$ cat src/rtl/vrf_seq.sv
// vrf_seq: per-instruction element sequencer driving vrf read/write addresses and lane strobes.
// Defining VRF_SEQ_PERF_EN adds the ops_done_o completed-op counter.
module vrf_seq #(
    parameter int els_p         = 32,
    parameter int vlen_p        = 8,
    parameter int lanes_p       = 4,
    parameter int exe_latency_p = 2,
    localparam int vaw   = $clog2(els_p),
    localparam int law   = $clog2(vlen_p),
    localparam int aw    = vaw + law,
    localparam int vlw   = $clog2(vlen_p + 1),
    localparam int beats = vlen_p / lanes_p,
    localparam int bw    = (beats > 1) ? $clog2(beats) : 1
) (
    input  logic                  clk_i,
    input  logic                  reset_i,
    input  logic                  v_i,
    output logic                  ready_o,
    input  logic [vaw-1:0]        vd_i,
    input  logic [vaw-1:0]        vs1_i,
    input  logic [vaw-1:0]        vs2_i,
    input  logic [vlw-1:0]        vl_i,
    output logic [lanes_p*aw-1:0] r0_addr_o,
    output logic [lanes_p*aw-1:0] r1_addr_o,
    output logic [lanes_p-1:0]    exe_v_o,
    output logic [lanes_p*aw-1:0] w_addr_o,
    output logic [lanes_p-1:0]    w_en_o,
    output logic                  done_o
`ifdef VRF_SEQ_PERF_EN
    ,
    output logic [31:0]           ops_done_o
`endif
);

    typedef enum logic [1:0] {
        IDLE  = 2'd0,
        ISSUE = 2'd1,
        DRAIN = 2'd2
    } state_e;

    typedef struct packed {
        logic               v;
        logic               last;
        logic [lanes_p-1:0] mask;
        logic [bw-1:0]      beat;
    } wbeat_t;

    function automatic logic [law-1:0] elem_idx(input logic [bw-1:0] beat, input int l);
        int t;
        t = int'(beat) * lanes_p + l;
        return t[law-1:0];
    endfunction

    function automatic logic [lanes_p-1:0] lane_mask(input logic [bw-1:0] beat,
                                                     input logic [vlw-1:0] vl);
        logic [lanes_p-1:0] m;
        m = {lanes_p{1'b0}};
        for (int l = 0; l < lanes_p; l++) begin
            m[l] = ((int'(beat) * lanes_p + l) < int'(vl));
        end
        return m;
    endfunction

    // Index of the final beat, ceil(vl/lanes)-1; only meaningful for vl > 0.
    function automatic logic [bw-1:0] last_beat(input logic [vlw-1:0] vl);
        int t;
        t = (int'(vl) - 1) / lanes_p;
        if (t < 0) begin
            t = 0;
        end else begin
            t = t;
        end
        return t[bw-1:0];
    endfunction

    state_e                state_r;
    state_e                state_next_s;
    logic [bw-1:0]         beat_r;
    logic [bw-1:0]         beat_next_s;
    logic [vaw-1:0]        vd_r;
    logic [vaw-1:0]        vs1_r;
    logic [vaw-1:0]        vs2_r;
    logic [vlw-1:0]        vl_r;
    logic [vlw-1:0]        vl_eff_s;
    logic                  accept_s;

    logic                  iss_v_s;
    logic [bw-1:0]         iss_beat_s;
    logic [vaw-1:0]        iss_vs1_s;
    logic [vaw-1:0]        iss_vs2_s;
    logic [vlw-1:0]        iss_vl_s;
    logic [lanes_p-1:0]    iss_mask_s;
    logic                  iss_last_s;
    logic [lanes_p*aw-1:0] iss_r0_s;
    logic [lanes_p*aw-1:0] iss_r1_s;

    wbeat_t                pipe_r [exe_latency_p];
    wbeat_t                wb_s;
    logic [lanes_p*aw-1:0] wb_addr_s;
    logic                  done_next_s;

    logic                  ready_r;
    logic [lanes_p-1:0]    exe_v_r;
    logic [lanes_p*aw-1:0] r0_addr_r;
    logic [lanes_p*aw-1:0] r1_addr_r;
    logic [lanes_p*aw-1:0] w_addr_r;
    logic [lanes_p-1:0]    w_en_r;
    logic                  done_r;

    assign ready_o   = ready_r;
    assign exe_v_o   = exe_v_r;
    assign r0_addr_o = r0_addr_r;
    assign r1_addr_o = r1_addr_r;
    assign w_addr_o  = w_addr_r;
    assign w_en_o    = w_en_r;
    assign done_o    = done_r;

    // Clamp the requested length to the vector size.
    always_comb begin
        vl_eff_s = vl_i;
        if (vl_i > vlw'(vlen_p)) begin
            vl_eff_s = vlw'(vlen_p);
        end else begin
            vl_eff_s = vl_i;
        end
    end

    // Next-state logic; also selects which beat (if any) is issued next cycle.
    always_comb begin
        state_next_s = state_r;
        beat_next_s  = beat_r;
        accept_s     = 1'b0;
        iss_v_s      = 1'b0;
        iss_beat_s   = beat_r;
        iss_vs1_s    = vs1_r;
        iss_vs2_s    = vs2_r;
        iss_vl_s     = vl_r;
        case (state_r)
            IDLE: begin
                if (v_i && ready_r) begin
                    accept_s = 1'b1;
                    if (vl_eff_s == {vlw{1'b0}}) begin
                        state_next_s = DRAIN;
                    end else begin
                        state_next_s = ISSUE;
                        beat_next_s  = {bw{1'b0}};
                        iss_v_s      = 1'b1;
                        iss_beat_s   = {bw{1'b0}};
                        iss_vs1_s    = vs1_i;
                        iss_vs2_s    = vs2_i;
                        iss_vl_s     = vl_eff_s;
                    end
                end else begin
                    state_next_s = IDLE;
                end
            end
            ISSUE: begin
                if (beat_r == last_beat(vl_r)) begin
                    state_next_s = DRAIN;
                end else begin
                    beat_next_s = beat_r + bw'(1);
                    iss_v_s     = 1'b1;
                    iss_beat_s  = beat_r + bw'(1);
                end
            end
            DRAIN: begin
                if (done_r) begin
                    state_next_s = IDLE;
                end else begin
                    state_next_s = DRAIN;
                end
            end
            default: begin
                state_next_s = IDLE;
            end
        endcase
    end

    // Per-lane addresses for the beat being issued and the beat being written.
    always_comb begin
        iss_mask_s = lane_mask(iss_beat_s, iss_vl_s);
        iss_last_s = (iss_beat_s == last_beat(iss_vl_s));
        wb_s       = pipe_r[exe_latency_p-1];
        iss_r0_s   = {(lanes_p*aw){1'b0}};
        iss_r1_s   = {(lanes_p*aw){1'b0}};
        wb_addr_s  = {(lanes_p*aw){1'b0}};
        for (int l = 0; l < lanes_p; l++) begin
            iss_r0_s[l*aw +: aw]  = {iss_vs1_s, elem_idx(iss_beat_s, l)};
            iss_r1_s[l*aw +: aw]  = {iss_vs2_s, elem_idx(iss_beat_s, l)};
            wb_addr_s[l*aw +: aw] = {vd_r, elem_idx(wb_s.beat, l)};
        end
        done_next_s = (accept_s && (vl_eff_s == {vlw{1'b0}})) || (wb_s.v && wb_s.last);
    end

    // FSM state, beat counter and operand capture at handshake.
    always_ff @(posedge clk_i) begin
        if (reset_i) begin
            state_r <= IDLE;
            beat_r  <= {bw{1'b0}};
            vd_r    <= {vaw{1'b0}};
            vs1_r   <= {vaw{1'b0}};
            vs2_r   <= {vaw{1'b0}};
            vl_r    <= {vlw{1'b0}};
        end else begin
            state_r <= state_next_s;
            beat_r  <= beat_next_s;
            if (accept_s) begin
                vd_r  <= vd_i;
                vs1_r <= vs1_i;
                vs2_r <= vs2_i;
                vl_r  <= vl_eff_s;
            end
        end
    end

    // Registered read-side outputs; addresses hold between ops.
    always_ff @(posedge clk_i) begin
        if (reset_i) begin
            ready_r   <= 1'b1;
            exe_v_r   <= {lanes_p{1'b0}};
            r0_addr_r <= {(lanes_p*aw){1'b0}};
            r1_addr_r <= {(lanes_p*aw){1'b0}};
        end else begin
            ready_r <= (state_next_s == IDLE);
            exe_v_r <= iss_v_s ? iss_mask_s : {lanes_p{1'b0}};
            if (iss_v_s) begin
                r0_addr_r <= iss_r0_s;
                r1_addr_r <= iss_r1_s;
            end
        end
    end

    // Execution-latency shift register; stage 0 is aligned with the read beat.
    always_ff @(posedge clk_i) begin
        if (reset_i) begin
            for (int k = 0; k < exe_latency_p; k++) begin
                pipe_r[k] <= '0;
            end
        end else begin
            pipe_r[0] <= {iss_v_s, iss_last_s, iss_mask_s, iss_beat_s};
            for (int k = 1; k < exe_latency_p; k++) begin
                pipe_r[k] <= pipe_r[k-1];
            end
        end
    end

    // Registered write-side outputs and completion pulse.
    always_ff @(posedge clk_i) begin
        if (reset_i) begin
            w_addr_r <= {(lanes_p*aw){1'b0}};
            w_en_r   <= {lanes_p{1'b0}};
            done_r   <= 1'b0;
        end else begin
            w_en_r <= wb_s.v ? wb_s.mask : {lanes_p{1'b0}};
            done_r <= done_next_s;
            if (wb_s.v) begin
                w_addr_r <= wb_addr_s;
            end
        end
    end

`ifdef VRF_SEQ_PERF_EN
    logic [31:0] ops_done_r;

    // Completed-op counter, stepped together with each done pulse.
    always_ff @(posedge clk_i) begin
        if (reset_i) begin
            ops_done_r <= 32'd0;
        end else if (done_next_s) begin
            ops_done_r <= ops_done_r + 32'd1;
        end else begin
            ops_done_r <= ops_done_r;
        end
    end

    assign ops_done_o = ops_done_r;
`endif

endmodule

$ cat config.mk
export PLATFORM = sky130hd
export DESIGN_NAME = vrf_seq
export DESIGN_NICKNAME = d
export VERILOG_FILES = /design/src/rtl/vrf_seq.sv
export SDC_FILE = /design/constraint.sdc
export NUM_CORES = 1
export LEC_CHECK = 0
export BUFFER_PORTS_ARGS = -buffer_cell sky130_fd_sc_hd__buf_2
export CAP_MARGIN = 20
export CORE_MARGIN = 3
export CORE_UTILIZATION = 48
export DETAILED_ROUTE_END_ITERATION = 8
export PLACE_DENSITY = 0.8
export SLEW_MARGIN = 10
export SYNTH_ARGS = -nofsm -noshare
export SYNTH_HDL_FRONTEND = slang
export SYNTH_SLANG_ARGS = --single-unit
$ cat constraint.sdc
create_clock -name clk_i -period 2.9 [get_ports clk_i]
set_input_delay 0.29 -clock clk_i [delete_from_list [all_inputs] [get_ports clk_i]]
set_output_delay 0.29 -clock clk_i [all_outputs]
set_load 0.02 [all_outputs]
Word-level counts from Yosys, hierarchy flattened
Memory sizes are Yosys's and may differ from the RTL's.
Index checks and enable logic that the tools add are counted.
- register bits: 122
- bits in latches: 0
- memory bits (writable): 14
- memory bits (read-only): 0
- output and inout port bits: 106
- memories kept: 1
- memory list (memory ; words ; bits a word ; read ports ; clocked after memory_dff ; write ports ; RTL line ; RTL):
    pipe_r ; 2 ; 7 ; 2 ; 0 ; 2 ; 97 ; wbeat_t pipe_r [exe_latency_p];
- add/sub/neg operators: 11
- multiply operators: 0
- divide/modulo/power cells: 0
- $lt $le $gt $ge: 7
- equality and inequality tests: 4
- shifts and indexed selects: 0
- multiplexer cells: 33
- bitwise gates (word level): 6
- reduce and logical (&&, ||, !) cells: 11
- operators with widths (kind ; count):
    $lt 32x5->1 ; 3
    $add 32x1->32 ; 2
    $lt 32x1->1 const B ; 2
    $mux 5 ; 6
    $mux 4 ; 4
    $mux 1 ; 14
    $mux 7 ; 2
    $sub 4x1->5 const B ; 2
    $add 3x2->4 const B ; 2
    $mux 2 ; 4
    $reduce_or 2->1 ; 4
    $add 3x2->3 const B ; 2
    $pmux 2 s3 ; 1
    $add 3x1->4 const B ; 1
    $gt 4x4->1 const B ; 1
    $logic_not 2->1 ; 2
    $logic_not 4->1 ; 1
    $lt 3x4->1 ; 1
    $pmux 1 s2 ; 2
    $add 3x1->3 const B ; 1
    $logic_and 1x1->1 ; 3
    $and 1x1->1 ; 2
    $eq 1x1->1 ; 2
    $eq 2x1->1 const B ; 1
    5 further kinds ; 7

Logic depth before layout (Yosys ltp)
Gate-level depths: netlist of run 1.
- depth in word-level cells: 14
- mapped depth: 11
- gate-level depth less buffers: 11

Least setup slack after synthesis of run 1
OpenSTA, ideal clock, no wires.
- path kind: reg2reg
- start: reg vl_r[3]
- end: mem pipe_r[0][2] (netlist bit)
- setup time: 0.128 ns
- arrival: 2.294 ns
- slack: 0.479 ns
- cell stages (with the launch flop): 12
- period minus slack after synthesis: 2.421 ns
- cell sequence: dfxtp_1 or4_4 inv_1 ha_1 o211ai_1 a21o_1 inv_1 ha_1 inv_1 a221o_1 a21oi_1 nor2_1
- RTL lines (item ; RTL line ; RTL):
    start, declared ; 83 ; logic [vlw-1:0] vl_r;
    start signal, assigned ; 203 ; vl_r <= {vlw{1'b0}};
    start signal, assigned ; 211 ; vl_r <= vl_eff_s;
    end, declared ; 97 ;

Final worst setup path of run 1
- start: reg vl_r[3]
- end: reg exe_v_r[1], in the netlist exe_v_o[1]
- longest elaborated chain between the ends: 11
- ends and longest elaborated chain (item ; RTL line ; RTL):
    $sub 4x1->5 * ; 67 ; t = (int'(vl) - 1) / lanes_p;
    $and 1x1->1 (no line) ; - ;
    $add 32x1->32 (no line) * ; - ;
    $lt 32x1->1 ; 68 ; if (t < 0) begin
    $mux 1 * ; 68 ;
    $mux 1 * ; 138 ; case (state_r)
    $eq 1x1->1 * ; 158 ; if (beat_r == last_beat(vl_r)) begin
    $mux 1 * ; - ;
    $pmux 1 s2 * ; 138 ;
    via beat_next_s ; 79 ; logic [bw-1:0] beat_next_s;
    $add 3x1->4 * ; - ;
    $lt 32x5->1 * ; 59 ; m[l] = ((int'(beat) * lanes_p + l) < int'(vl));
    end signal, assigned ; 220 ; exe_v_r <= {lanes_p{1'b0}};
    end signal, assigned ; 225 ; exe_v_r <= iss_v_s ? iss_mask_s : {lanes_p{1'b0}};
    end, declared ; 103 ; logic [lanes_p-1:0] exe_v_r;
The timed path passes the listed nets; every way through them passes the cells marked *. The select of a mux whose other input is x is not followed.
A chain may end at the register's enable or synchronous reset.

==> reports/results.ini, run 1 <==
[power]
power.leakage_nw = 1.69
power.total_mw = 2.79
p_seq_share_pct = 38.6
ir_drop_v = 0.000478
power_frac_clock_pct = 30.6
p_int_mw = 1.80
comb_power_share_pct = 30.8
power_switching_mw = 0.988
p_per_area_nw_per_um2 = 815
netSwitchingFraction_pct = 35.4

[timing]
layout_setup_ws_ns = 0.334
grt_setup_unrepaired = no
fin_crit_sh_pct = 88.5
setup_viol = 0
timing.setup.tns_ns = 0
slew_headroom_pct = 56.2
period_minus_slack_ns = 2.57
max_freq_ghz = 0.390
maxSlewViolCount = 0
finClkSkew_ns = 0.0111
hold_viol_final = 0
tightestPinTransition_ns = 0.657

[yosys]
synth_area_per_cell_um2 = 8.82
syn_inst = 347
synthTopCellsByArea = dfxtp_1 42%, buf_4 19%, mux2i_1 5.2%
synth-async-reset-ratio_pct = 0
ys_types = 44
netlist_top_cells_count = 77 x buf_4, 64 x dfxtp_1, 40 x nand2_1, 38 x nor2_1, 23 x a21oi_1
yosysMostFrequentCell = buf_4
synth_largest_type_area_fraction_pct = 41.9
synth_edf_count = 0
synth_top_cell_by_area = dfxtp_1
seq_area_frac_synth_pct = 41.9
yosys_warnings = 0
syn_area_um2 = 3060
synth.ff_latch_count = 64
ys.flop_type = dfxtp_1

[floorplanning]
die-area_um2 = 7370
die_h_um = 85.8
row_count = 28
die_x_um = 85.8
ioPinCount = 128
start_util_pct = 50.5
coreArea_um2 = 6060

[cells_and_area]
nets = 426
diodes = 0
area_growth_syn_to_layout_pct = 11.9
final_cell_count_no_fill = 480
drive_gt1_share_pct = 36.3
fin_area_um2 = 3420

[detailed_routing]
first_iter_violations = 127
antenna_left = 0
vias = 2302
wl_per_cell_um = 12.7
firstDrtPassIters = 5
wl_mm = 6.10
drc = 0
vias_per_cell = 4.80

[min_path]
hold_path_class = in -> reg

[clock_network]
cts_buffers = 9
h-tree-depth = 3
clockBufferDepth = 2
clk_latency_ns = 0.34
post-cts-setup-buffers = 0
clk_pin_slew_ns = 0.08
root_buffer = clkbuf_8
cts_resized = 0
cts_sinks = 64
cts_tree = done
ctsHoldBuffers = 0

[run_status]
status = complete, no violations

[critical_path]
endpoint_kind = flip-flop
path_max_fanout = 5
crit_path_start_kind = flip-flop
reg2regPathDepth = 11
critPathLaunch = vl_r[3]
timing.rr.start = vl_r[3]
worst_ep_arrival_time_ns = 2.80
crit_required_ns = 3.13
critPathCapture = exe_v_o[1]
r2r_setup_slack_ns = 0.33
r2r-end = exe_v_o[1]
worstSetupPathType = reg -> reg

[global_route]
grtUsageTotal_pct = 17.2
grt_pass1_vias = 2141
grt_max_degree = 36
grt.overflow.total = 0
grt_pass1_wl_mm = 9.98
antenna_found_initial = 0

[place]
post-place-ws_ns = 0.351
dpl-instance-area_um2 = 3200
dp_hpwl_mm = 4.37
port_buffers = 115
place.gp.congestion = 0.892
dp.cells = 464

[flow_run]
cap_violations = 0

kinds of logic after synthesis:
group | Yosys count | synth area share (%)
xor+xnor | 3 | 0.859
compound gates | 53 | 11.9
mux | 16 | 5.24
simple gates | 105 | 16.1
fa+ha+maj | 4 | 1.64
other cells | 1 | 0.123
buf+inv | 101 | 22.2
flops | 64 | 41.9
how the worst min path moves through the flow:
stage,from,end,slack (ns),cells past startpoint
2_1_floorplan,pipe_r[0][8],w_en_o[0],0.41,1
3_3_place_gp,pipe_r[0][11],w_en_o[3],0.41,1
3_5_place_dp,pipe_r[0][9],w_en_o[1],0.41,1
4_1_cts,vd_i[3],vd_r[3],0.17,3
5_1_grt,vd_i[3],vd_r[3],0.17,3
6_report,vd_i[3],vd_r[3],0.18,3
per-layer routing:
layer / share of wire [%] / wire (µm) / up-vias / GRT usage, %
li1: - / - / 1161 / -
met1: 42 / 2570 / 1043 / 20.7
met2: 49 / 2990 / 87 / 28.5
met3: 6.9 / 423 / 11 / 4.03
met4: 1.9 / 115 / 0 / 8.63
met5: 0 / 0 / - / 0
placed cells by master (no fill, tap or decap), types with 2 or more instances in the layout:
master,n
and2_1,4
a21o_1,3
bufinv_16,2
nor2_1,38
nor3_1,3
clkinv_4,2
nor2b_1,11
buf_4,8
inv_1,9
xnor2_1,2
nand2_1,40
a21oi_1,23
ha_1,4
a22oi_1,2
buf_2,115
a211oi_1,10
dfxtp_1,64
clkbuf_8,9
o31ai_1,3
inv_6,2
mux2i_1,16
conb_1,12
final cells by class:
class	instances	area (µm²)
clock buffers	9	124
fillers	565	2640
well taps	75	93.8
clock inverters	7	103
multi-input cells	193	1150
inverters	9	33.8
flip-flops and latches	64	1280
repair buffers	123	636
power groups by stage:
stage	Clock (mW)	Combinational [mW]	Sequential [mW]
after CTS	0.870	0.866	1.08
final	0.853	0.860	1.08
after global placement	0	0.848	1.09
after detailed placement	0	0.862	1.10
after floorplan	0	0.705	1.13
after global routing	0.915	0.937	1.10
registers in the layout, indices dropped and copies added, names as in the netlist, 2 cells and up:
register,flops
pipe_r,14
vd_r,5
vl_r,4
vs2_r,5
w_addr_o,7
w_en_o,4
r0_addr_o,5
vs1_r,5
exe_v_o,4
state_r,2
r1_addr_o,7
critical path, stage by stage (launching register included):
cell and delay, ns:
dfxtp_1 0.34, or4_4 0.58, inv_1 0.08, ha_1 0.25
o211ai_1 0.09, a21o_1 0.17, inv_1 0.09, ha_1 0.31
inv_1 0.04, a221o_1 0.25, a21oi_1 0.18, nor2_1 0.05
through the flow:
stage	hold slack, ns	util (%)
3_5_place_dp	0.413	52.8
6_report	0.178	56.5
4_1_cts	0.167	56.5
2_1_floorplan	0.406	-
3_3_place_gp	0.412	52.8
5_1_grt	0.170	56.5
Power figures use the tool's default switching activity.
==> run 2, diff against run 1 <==
--- a/config.mk
+++ b/config.mk
@@ -5,11 +5,12 @@
 export SDC_FILE = /design/constraint.sdc
 export NUM_CORES = 1
 export LEC_CHECK = 0
-export BUFFER_PORTS_ARGS = -buffer_cell sky130_fd_sc_hd__buf_2
+export BUFFER_PORTS_ARGS = -buffer_cell sky130_fd_sc_hd__buf_4
 export CAP_MARGIN = 20
 export CORE_MARGIN = 3
 export CORE_UTILIZATION = 48
 export DETAILED_ROUTE_END_ITERATION = 8
+export HOLD_SLACK_MARGIN = 0.05
 export PLACE_DENSITY = 0.8
 export SLEW_MARGIN = 10
 export SYNTH_ARGS = -nofsm -noshare
==> reports/results.ini, run 2 (synthesis results as in run 1) <==
[critical_path]
worst_path_max_delay_cell = or4_4  ; unchanged
crit_path_start_kind = flip-flop  ; unchanged
crit_required_ns = 3.11  ; was 3.13 ns
path_max_fanout = 5  ; unchanged
cp_cell_sequence = or4_4, inv_1, ha_1, o211ai_1, a21o_1, inv_1, ha_1, inv_1, a221o_1, a21oi_1, nor2_1  ; unchanged
worst_ep_arrival_time_ns = 2.81  ; was 2.80 ns
endpoint_kind = flip-flop  ; unchanged
worst_path_largest_cell_delay_ns = 0.57  ; was 0.58 ns
worstSetupPathType = reg -> reg  ; unchanged
crit_path_frequent_cell = inv_1  ; unchanged

[floorplanning]
row_count = 28  ; unchanged
start_util_pct = 50.5  ; unchanged
die-area_um2 = 7370  ; unchanged
die_x_um = 85.8  ; unchanged
die_h_um = 85.8  ; unchanged
coreArea_um2 = 6060  ; unchanged
ioPinCount = 128  ; unchanged

[detailed_routing]
wl_mm = 6.35  ; was 6.10 mm
firstDrtPassIters = 4  ; was 5
vias_per_cell = 4.88  ; was 4.80
first_iter_violations = 109  ; was 127
wl_per_cell_um = 13.3  ; was 12.7 µm
drc = 0  ; unchanged
antenna_left = 0  ; unchanged
vias = 2332  ; was 2302

[global_route]
grt.overflow.total = 0  ; unchanged
grt_pass1_wl_mm = 10.1  ; was 9.98 mm
grt_max_degree = 57  ; was 36
grtUsageTotal_pct = 17.6  ; was 17.2%
antenna_found_initial = 0  ; unchanged
grt_pass1_vias = 2125  ; was 2141

[clock_network]
root_buffer = clkbuf_8  ; unchanged
clk_pin_slew_ns = 0.08  ; about the same
clk_latency_ns = 0.34  ; about the same
cts_tree = done  ; unchanged
post-cts-setup-buffers = 0  ; unchanged
h-tree-depth = 3  ; unchanged
cts_resized = 0  ; unchanged
ctsHoldBuffers = 0  ; unchanged
clockBufferDepth = 2  ; unchanged
cts_buffers = 9  ; unchanged
cts_sinks = 64  ; unchanged

[timing]
period_minus_slack_ns = 2.60  ; was 2.57 ns
tightestPinTransition_ns = 0.621  ; was 0.657 ns
fin_crit_sh_pct = 89.5  ; was 88.5%
timing.setup.tns_ns = 0  ; unchanged
hold_viol_final = 0  ; unchanged
slew_headroom_pct = 58.5  ; was 56.2%
grt_setup_unrepaired = no  ; unchanged
setup_viol = 0  ; unchanged
maxSlewViolCount = 0  ; unchanged
finClkSkew_ns = 0.00954  ; was 0.0111 ns
max_freq_ghz = 0.385  ; was 0.390 GHz

[power]
ir_drop_v = 0.000440  ; was 0.000478 V
power_switching_mw = 0.987  ; was 0.988 mW
p_int_mw = 1.80  ; about the same
p_per_area_nw_per_um2 = 759  ; was 815 nW/µm²
p_seq_share_pct = 39.0  ; was 38.6%
power_frac_clock_pct = 26.9  ; was 30.6%
netSwitchingFraction_pct = 35.5  ; was 35.4%
power.leakage_nw = 1.70  ; was 1.69 nW
comb_power_share_pct = 34.1  ; was 30.8%

[min_path]
hold_path_class = in -> reg  ; unchanged

[cells_and_area]
nets = 424  ; was 426
final_cell_count_no_fill = 478  ; was 480
final_cell_mix = 121 x buf_4, 64 x dfxtp_1, 40 x nand2_1  ; was 115 x buf_2, 64 x dfxtp_1, 40 x nand2_1
regMostFlops = pipe_r  ; unchanged
largest_reg_flops = 14  ; unchanged
diodes = 0  ; unchanged
mostFrequentLayoutCell = buf_4  ; was buf_2
area_growth_syn_to_layout_pct = 19.8  ; was 11.9%
drive_gt1_share_pct = 36.0  ; was 36.3%
post-route-util_pct = 60.5  ; was 56.5%

[run_status]
status = complete, no violations  ; unchanged

[place]
port_buffers = 115  ; unchanged
dp_hpwl_mm = 4.56  ; was 4.37 mm
dp.cells = 462  ; was 464
place.gp.congestion = 0.927  ; was 0.892

[flow_run]
cap_violations = 0  ; unchanged

[run 2: worst paths after layout]
| check | from | slack, ns | to | cells past startpoint |
|---|---|---|---|---|
| setup / recovery | vl_r[0] | 0.30 | pipe_r[0][2] | 11 |
| setup reg to reg | vl_r[0] | 0.30 | pipe_r[0][2] | 11 |
| hold reg to reg | pipe_r[0][11] | 0.42 | w_en_o[3] | 1 |
| hold / removal | vs2_i[4] | 0.20 | vs2_r[4] | 3 |
[run 2: layout make-up]
cell class,instances,area [µm²]
clock buffers,9,124
fillers,553,2390
inverters,9,33.8
well taps,75,93.8
multi-input cells,193,1150
flip-flops and latches,64,1280
repair buffers,121,908
clock inverters,7,71.3
[run 2: through the flow]
step	hold slack, ns	power, mW	worst slack [ns]	area, µm²
2_1_floorplan	0.406	1.84	0.479	3100
3_3_place_gp	0.412	2.03	0.396	3470
3_5_place_dp	0.413	2.06	0.309	3470
4_1_cts	0.186	2.81	0.291	3670
5_1_grt	0.186	2.94	0.109	3670
6_report	0.198	2.78	0.303	3670
[run 2: layer usage]
layer / wire [µm] / global-route usage (%)
met1: 2540 / 20.5
met2: 3230 / 29.9
met3: 432 / 4.03
met4: 138 / 9.78
met5: 0 / 0
[run 2: power by group through the flow]
| stage | combinational (mW) | sequential [mW] | clock [mW] |
|---|---|---|---|
| 2_1_floorplan | 0.705 | 1.13 | 0 |
| 3_3_place_gp | 0.934 | 1.10 | 0 |
| 3_5_place_dp | 0.953 | 1.11 | 0 |
| 4_1_cts | 0.957 | 1.09 | 0.763 |
| 5_1_grt | 1.03 | 1.10 | 0.808 |
| 6_report | 0.950 | 1.09 | 0.748 |
[run 2: critical path, delay by kind of cell (launching register included)]
| kind | cells | cell delay, ns |
|---|---|---|
| buffers and inverters | 3 | 0.21 |
| adder cells (fa/ha/maj) | 2 | 0.57 |
| AND/OR/NAND/NOR | 2 | 0.63 |
| flip-flops | 1 | 0.35 |
| AO/OA/AOI/OAI | 4 | 0.71 |
